**src/rtl/reg_file_if.sv**
```systemverilog
// reg_file_if: writeback-sink and dual read-port bundle for the RV32I register file.
interface reg_file_if #(
  parameter int DATA_W = 32,
  parameter int ADDR_W = 5
);
  logic              we_i;
  logic [ADDR_W-1:0] waddr_i;
  logic [DATA_W-1:0] wdata_i;
  logic              re1_i;
  logic [ADDR_W-1:0] raddr1_i;
  logic [DATA_W-1:0] rdata1_o;
  logic              re2_i;
  logic [ADDR_W-1:0] raddr2_i;
  logic [DATA_W-1:0] rdata2_o;
  modport master (output we_i, waddr_i, wdata_i, re1_i, raddr1_i, re2_i, raddr2_i,
                  input rdata1_o, rdata2_o);
  modport slave  (input we_i, waddr_i, wdata_i, re1_i, raddr1_i, re2_i, raddr2_i,
                  output rdata1_o, rdata2_o);
endinterface

```
**src/rtl/reg_file.sv**
```systemverilog
// reg_file: 32x32 architectural register file, x0 hardwired to zero, async active-low reset.
// Define REGFILE_BYPASS_EN to forward the in-flight writeback to same-cycle reads.
module reg_file #(
  parameter int DATA_W = 32,
  parameter int ADDR_W = 5
) (
  input logic      clk,
  input logic      rst,
  reg_file_if.slave bus
);
  logic [DATA_W-1:0] r_regs [2**ADDR_W];
  logic              w_hit1, w_hit2;
  always_ff @(posedge clk or negedge rst)
    if (!rst)
      for (int i = 0; i < 2**ADDR_W; i++) r_regs[i] <= '0;
    else if (bus.we_i && bus.waddr_i != '0)
      r_regs[bus.waddr_i] <= bus.wdata_i;
`ifdef REGFILE_BYPASS_EN
  assign w_hit1 = bus.we_i && bus.waddr_i != '0 && bus.raddr1_i == bus.waddr_i;
  assign w_hit2 = bus.we_i && bus.waddr_i != '0 && bus.raddr2_i == bus.waddr_i;
`else
  assign w_hit1 = 1'b0;
  assign w_hit2 = 1'b0;
`endif
  assign bus.rdata1_o = (!rst || !bus.re1_i || bus.raddr1_i == '0) ? '0 :
                        w_hit1 ? bus.wdata_i : r_regs[bus.raddr1_i];
  assign bus.rdata2_o = (!rst || !bus.re2_i || bus.raddr2_i == '0) ? '0 :
                        w_hit2 ? bus.wdata_i : r_regs[bus.raddr2_i];
endmodule

```
**src/flat_wrapper.sv**
```systemverilog
// flat-port wrapper written by rule: the top's interface ports become plain ports
module reg_file_flat 
#(
  parameter int DATA_W = 32,
  parameter int ADDR_W = 5
)
  (clk, rst, bus_we_i, bus_waddr_i, bus_wdata_i, bus_re1_i, bus_raddr1_i, bus_re2_i, bus_raddr2_i, bus_rdata1_o, bus_rdata2_o);
  reg_file_if #(.DATA_W(DATA_W), .ADDR_W(ADDR_W)) bus_i ();
  input logic clk;
  input logic rst;
  input wire logic [$bits(bus_i.we_i)-1:0] bus_we_i;
  input wire logic [$bits(bus_i.waddr_i)-1:0] bus_waddr_i;
  input wire logic [$bits(bus_i.wdata_i)-1:0] bus_wdata_i;
  input wire logic [$bits(bus_i.re1_i)-1:0] bus_re1_i;
  input wire logic [$bits(bus_i.raddr1_i)-1:0] bus_raddr1_i;
  input wire logic [$bits(bus_i.re2_i)-1:0] bus_re2_i;
  input wire logic [$bits(bus_i.raddr2_i)-1:0] bus_raddr2_i;
  output wire logic [$bits(bus_i.rdata1_o)-1:0] bus_rdata1_o;
  output wire logic [$bits(bus_i.rdata2_o)-1:0] bus_rdata2_o;
  assign bus_i.we_i = bus_we_i;
  assign bus_i.waddr_i = bus_waddr_i;
  assign bus_i.wdata_i = bus_wdata_i;
  assign bus_i.re1_i = bus_re1_i;
  assign bus_i.raddr1_i = bus_raddr1_i;
  assign bus_i.re2_i = bus_re2_i;
  assign bus_i.raddr2_i = bus_raddr2_i;
  assign bus_rdata1_o = bus_i.rdata1_o;
  assign bus_rdata2_o = bus_i.rdata2_o;
  reg_file #(.DATA_W(DATA_W), .ADDR_W(ADDR_W)) u_core (.clk(clk), .rst(rst), .bus(bus_i));
endmodule
```
**config.mk**
```make
export PLATFORM = sky130hd
export DESIGN_NAME = reg_file_flat
export DESIGN_NICKNAME = d
export VERILOG_FILES = /design/src/rtl/reg_file_if.sv /design/src/rtl/reg_file.sv /design/src/flat_wrapper.sv
export SDC_FILE = /design/constraint.sdc
export NUM_CORES = 2
export LEC_CHECK = 0
export CORE_MARGIN = 5
export CORE_UTILIZATION = 68
export DETAILED_ROUTE_END_ITERATION = 8
export GPL_TIMING_DRIVEN = 0
export PLACE_DENSITY_LB_ADDON = 0.12
export SYNTH_ARGS = -nofsm -noshare
export SYNTH_HDL_FRONTEND = slang
export SYNTH_SLANG_ARGS = --single-unit
```
**constraint.sdc**
```tcl
create_clock -name clk -period 8.7 [get_ports clk]
set_input_delay 2.175 -clock clk [delete_from_list [all_inputs] [get_ports clk]]
set_output_delay 2.175 -clock clk [all_outputs]
set_load 0.02 [all_outputs]
```
# Word level (Yosys, flattened, before mapping)
# Index checks and enable logic that the tools add are counted.
dict set report word_totals {
  regBits 1024
  input_bits 52
  output_inout_bits 64
}
dict set report classes {
  order_cmp 4
  muxes 11
  n_bitwise 3
  n_reduce_logical 12
}
# cell n
set ops {}
lappend ops {{1024-bit bitwise mux} 1}
lappend ops {{32-bit binary-select mux with 5-bit select} 2}
lappend ops {{32-bit two-way mux} 7}
lappend ops {{32-bit demux with 5-bit select} 1}
lappend ops {{6-bit greater-or-equal comparator, second input constant} 3}
lappend ops {{5-bit NOT with 6-bit output} 3}
lappend ops {{5-bit zero test} 2}
lappend ops {{6-bit by 1-bit less-than comparator with 1-bit output, second input constant} 1}
lappend ops {{5-bit nonzero test} 1}
lappend ops {{1-bit logical OR} 4}
lappend ops {{1-bit zero test} 3}
lappend ops {{1-bit logical AND} 2}

# Logic depth before layout (Yosys ltp)
dict set report logic_depth {
  ltp_word 6
  mapped_depth 9
  depth_no_buf 4
}

# Worst setup path after synthesis
# No wires, ideal clock.
dict set report synth_path {
  path_kind {input-to-output}
  start {in bus_raddr1_i[0]}
  end {out bus_rdata1_o[24]}
  t_arrival_ns 3.760
  slack_ns 2.765
  path_stages 9
  path_cell_list {buf_6 -> buf_12 -> buf_6 -> and2_1 -> buf_2 -> buf_6 -> a221oi_1 -> o21ai_1 -> a32oi_1}
}
dict set report synth_via {
  elab_chain_len 5
  elab_cells_between_ends 7
  classes_between {4 x mux; 1 x bitwise; 2 x reduce/logical}
}
# item line_no
set synth_lines {}
lappend synth_lines {{start, declared} flat_wrapper.sv:15} ;# input wire logic [$bits(bus_i.raddr1_i)-1:0] bus_raddr1_i;
lappend synth_lines {{5-bit NOT with 6-bit output (implied by the code)} reg_file.sv:26} ;# w_hit1 ? bus.wdata_i : r_regs[bus.raddr1_i];
lappend synth_lines {{32-bit binary-select mux with 5-bit select} reg_file.sv:26}
lappend synth_lines {{32-bit two-way mux (implied by the code) (2 in a row)} reg_file.sv:26}
lappend synth_lines {{32-bit two-way mux *} reg_file.sv:25} ;# assign bus.rdata1_o = (!rst || !bus.re1_i || bus.raddr1_i == '0) ? '0 :
lappend synth_lines {{end, declared} flat_wrapper.sv:18} ;# output wire logic [$bits(bus_i.rdata1_o)-1:0] bus_rdata1_o;
# Mark *: on every way between the ends. The rest lies on a longest branch, timed or not. The select of a mux whose other input is x is not followed.

# Worst setup path in the final report
dict set report layout_path {
  start {in bus_raddr2_i[1]}
  end {out bus_rdata2_o[15]}
}
dict set report layout_via {
  elab_chain_len 5
  elab_cells_between_ends 7
  classes_between {4 x mux; 1 x bitwise; 2 x reduce/logical}
}
# item line_no
set layout_lines {}
lappend layout_lines {{start, declared} flat_wrapper.sv:17} ;# input wire logic [$bits(bus_i.raddr2_i)-1:0] bus_raddr2_i;
lappend layout_lines {{5-bit NOT with 6-bit output (implied by the code)} reg_file.sv:28} ;# w_hit2 ? bus.wdata_i : r_regs[bus.raddr2_i];
lappend layout_lines {{32-bit binary-select mux with 5-bit select} reg_file.sv:28}
lappend layout_lines {{32-bit two-way mux (implied by the code) (2 in a row)} reg_file.sv:28}
lappend layout_lines {{32-bit two-way mux *} reg_file.sv:27} ;# assign bus.rdata2_o = (!rst || !bus.re2_i || bus.raddr2_i == '0) ? '0 :
lappend layout_lines {{end, declared} flat_wrapper.sv:19} ;# output wire logic [$bits(bus_i.rdata2_o)-1:0] bus_rdata2_o;
# Marked as above.

==> run summary <==
Status: finished, violations left
Failing checks: capacitance limit, slew limit, setup timing
Crit path cell chain: clkdlybuf4s50_1 > buf_2 > buf_2 > nor2_1 > clkbuf_1 > a22oi_1 > nand3_1 > a32oi_1 > clkdlybuf4s50_1
WL final: 206.2 mm
Post-synthesis cell area: 55310 um^2
Clock buffer depth: 3
Share of layout cells above drive strength 1: 41.11%
Worst rel slew slack: -1.942%
Largest regs: u_core.r_regs x1024
Layout Skew: 0 ns
Synth cell count leaders: mux2_2, dfrtp_1, mux2i_1
Chip Width: 295.2 um
VDD IR-drop max: 0.0002031 V
Die footprint: 87140 um^2
Max-slew violations: 21
First-pass GRT wire length: 290.3 mm
CP endpoint kind: primary output
Switching Share: 29.54%
Worst slack, placed: -0.3454 ns
Vias per std cell: 7.646
Actual slew at the worst max-slew pin: 1.529 ns
Reg power frac: 45.2%
Initial antenna violation count: 6
PnR worst setup slack: -0.3657 ns
Setup Crit Path Kind: input pin to primary output
Count leader, synth: mux2_2
Top Usage Layer GRT: met2
Final Hold Vio Count: 0
DR WL/cell: 38.65 um
I/O pins: 116
CP Buf/Inv Count: 5
Setup tns final: -2.431 ns
Drt pass-1 iters: 7
Pwr/cell area: 229.7 nW/um^2
Psw: 4.174 mW
Vias in the first global route: 41110
Core Area: 80550 um^2
Top reg by flops: u_core.r_regs
Hold WS: 0.4840 ns
Critical Path Source Type: input pin
Post-DP HPWL: 148.2 mm
Power, Total: 14.13 mW
Critical path arrival: 6.89 ns
Seq/Total Area, Yosys: 46.33%
Unrepaired setup endpoints after global routing: no
LEAKAGE: 27.27 nW
Clk pwr share: 32.9%
Post-Syn Nets: 4005
GPL Wtd Cong: 1.073
Internal Power: 9.957 mW
CP delay by family, top: buffers and inverters
Final Util: 76.38%
Die Y: 295.2 um
Ys async rst share: 100.0%
Most area-consuming cells after synthesis: dfrtp_1, mux2_2, mux4_2
Total number of vias: 40790
Area added between synthesis and finish: 11.23%
Mean Syn Cell Area: 13.99 um^2
Remaining DRCs: 0
Worst-Skew Late Latency: 0.69 ns
Grt ovf: 0
Synthesis Warnings: 0
Post-route ant nets: 0
CP Depth: 9
Final nets: 4232
Met3 global-route usage: 18.32%
Largest net degree at the start of global routing: 172
MaxCap Viol Count: 2
Tcrit/Tclk final: 104.2%
HP Class: flip-flop to flip-flop
Setup Viol. Count Final: 23
Hold buffers post-CTS: 0
Synth Register Bits: 1024
Clock root buffer: clkbuf_16
Synth cell types: 38
Fmax: 0.1103 GHz
CTS tree: yes
Num CTS Buffers: 108
CP Max Fanout: 10
Starting Density: 68.67%
Std-Cell Rows: 104
Max reg flops: 1024
Synth Flop Type: dfrtp_1
# port buffers: 109
Total clock sinks: 1024
Initial drt markers: 5898
CP required: 6.53 ns
Clock transition at path regs: 0.06 ns
Post-synth EDFFs: 0
H-tree levels: 3
Setup Fix Bufs, Post-CTS: 0
Slowest-stage cell, CP: clkdlybuf4s50_1
Met1 GRT Util: 58.82%
R2R depth: 1
Combinational Power Share: 21.9%
Gr usage total: 47.00%
Mapped Cells: 3953
Crit-path max cell delay: 0.88 ns
Tmin final: 9.066 ns
Share of the synthesized area in the top cell type: 46.33%
Met2 Usage GRT: 66.09%
Synth area leader: dfrtp_1
Hold Path Depth: 1
per-stage QoR:
stage / instances / instance area (um^2)
2_1_floorplan: 3953 / 55310
5_1_grt: 5327 / 61500
6_report: 5334 / 61520
3_5_place_dp: 5129 / 57930
3_3_place_gp: 5122 / 57730
4_1_cts: 5327 / 61490
cells by family (layout without fill, tap and decap cells):
family / Yosys count / count (layout) / synth area share, %
multiplexers: 1820 / 1820 / 42.11
other: 0 / 7 / 0
buffers and inverters: 456 / 770 / 4.018
AO/OA/AOI/OAI: 407 / 407 / 5.273
flip-flops: 1024 / 1024 / 46.33
AND/OR/NAND/NOR: 246 / 246 / 2.269
per-layer routing:
| layer | vias to the layer above | wire length [um] |
|---|---|---|
| met5 | - | 133 |
| met4 | 6 | 21440 |
| met3 | 968 | 27830 |
| met2 | 3324 | 86010 |
| met1 | 20890 | 70770 |
| li1 | 15590 | - |
timing repair:
action	in CTS	in global routing
resized for setup	4	14
setup endpoints to repair	29	22
gates cloned	1	0
placed cells by master, fill, tap and decap left out, types with 6 or more instances in the layout:
cell type,synthesis,final
o21ai_0,59,59
mux4_2,280,280
a22oi_1,157,157
a32oi_1,62,62
buf_1,8,8
nand3_1,89,89
mux2i_1,442,442
buf_2,166,166
nand2_1,57,57
a31oi_1,11,11
bufinv_16,0,6
dfrtp_1,1024,1024
clkbuf_1,219,236
diode_2,0,7
buf_6,17,17
clkdlybuf4s50_1,0,108
clkbuf_16,0,108
clkinv_2,0,21
buf_16,0,7
clkbuf_8,0,23
nor2b_1,12,12
nor2_1,19,18
mux4_1,13,13
nand2b_1,40,40
buf_4,42,42
mux2_1,32,32
clkinvlp_4,0,8
a221oi_1,62,62
mux2_2,1053,1053
clkbuf_2,1,9
a21oi_1,51,51
power by group through the flow:
stage	logic (mW)	clock network (mW)	registers, mW
2_1_floorplan	2.12	0	6.18
3_3_place_gp	2.89	0	6.38
3_5_place_dp	2.99	0	6.41
4_1_cts	3.01	4.63	6.34
5_1_grt	3.22	4.84	6.47
6_report	3.09	4.65	6.38
final cells by class:
| class | count | area [um^2] |
|---|---|---|
| Clock buffer | 156 | 3113 |
| Inverter | 2 | 7.507 |
| Antenna cell | 7 | 17.52 |
| Tap cell | 1060 | 1326 |
| Clock inverter | 41 | 405.4 |
| Sequential cell | 1024 | 25620 |
| Fill cell | 5115 | 19030 |
| Buffer | 454 | 2225 |
| Timing Repair Buffer | 117 | 1326 |
| Multi-Input combinational cell | 2473 | 27470 |
path summary, 6_finish.rpt:
check                                     from                   to  slack [ns]
setup / recovery               bus_raddr2_i[1]     bus_rdata2_o[15]       -0.37
hold / removal             u_core.r_regs[1021]  u_core.r_regs[1021]        0.48
setup reg to reg            u_core.r_regs[253]   u_core.r_regs[253]        7.86
hold reg to reg            u_core.r_regs[1021]  u_core.r_regs[1021]        0.48
max in group asynchronous                  rst   u_core.r_regs[112]        5.47
min in group asynchronous                  rst   u_core.r_regs[584]        1.38
No activity file was read; power rests on OpenSTA's default activity.
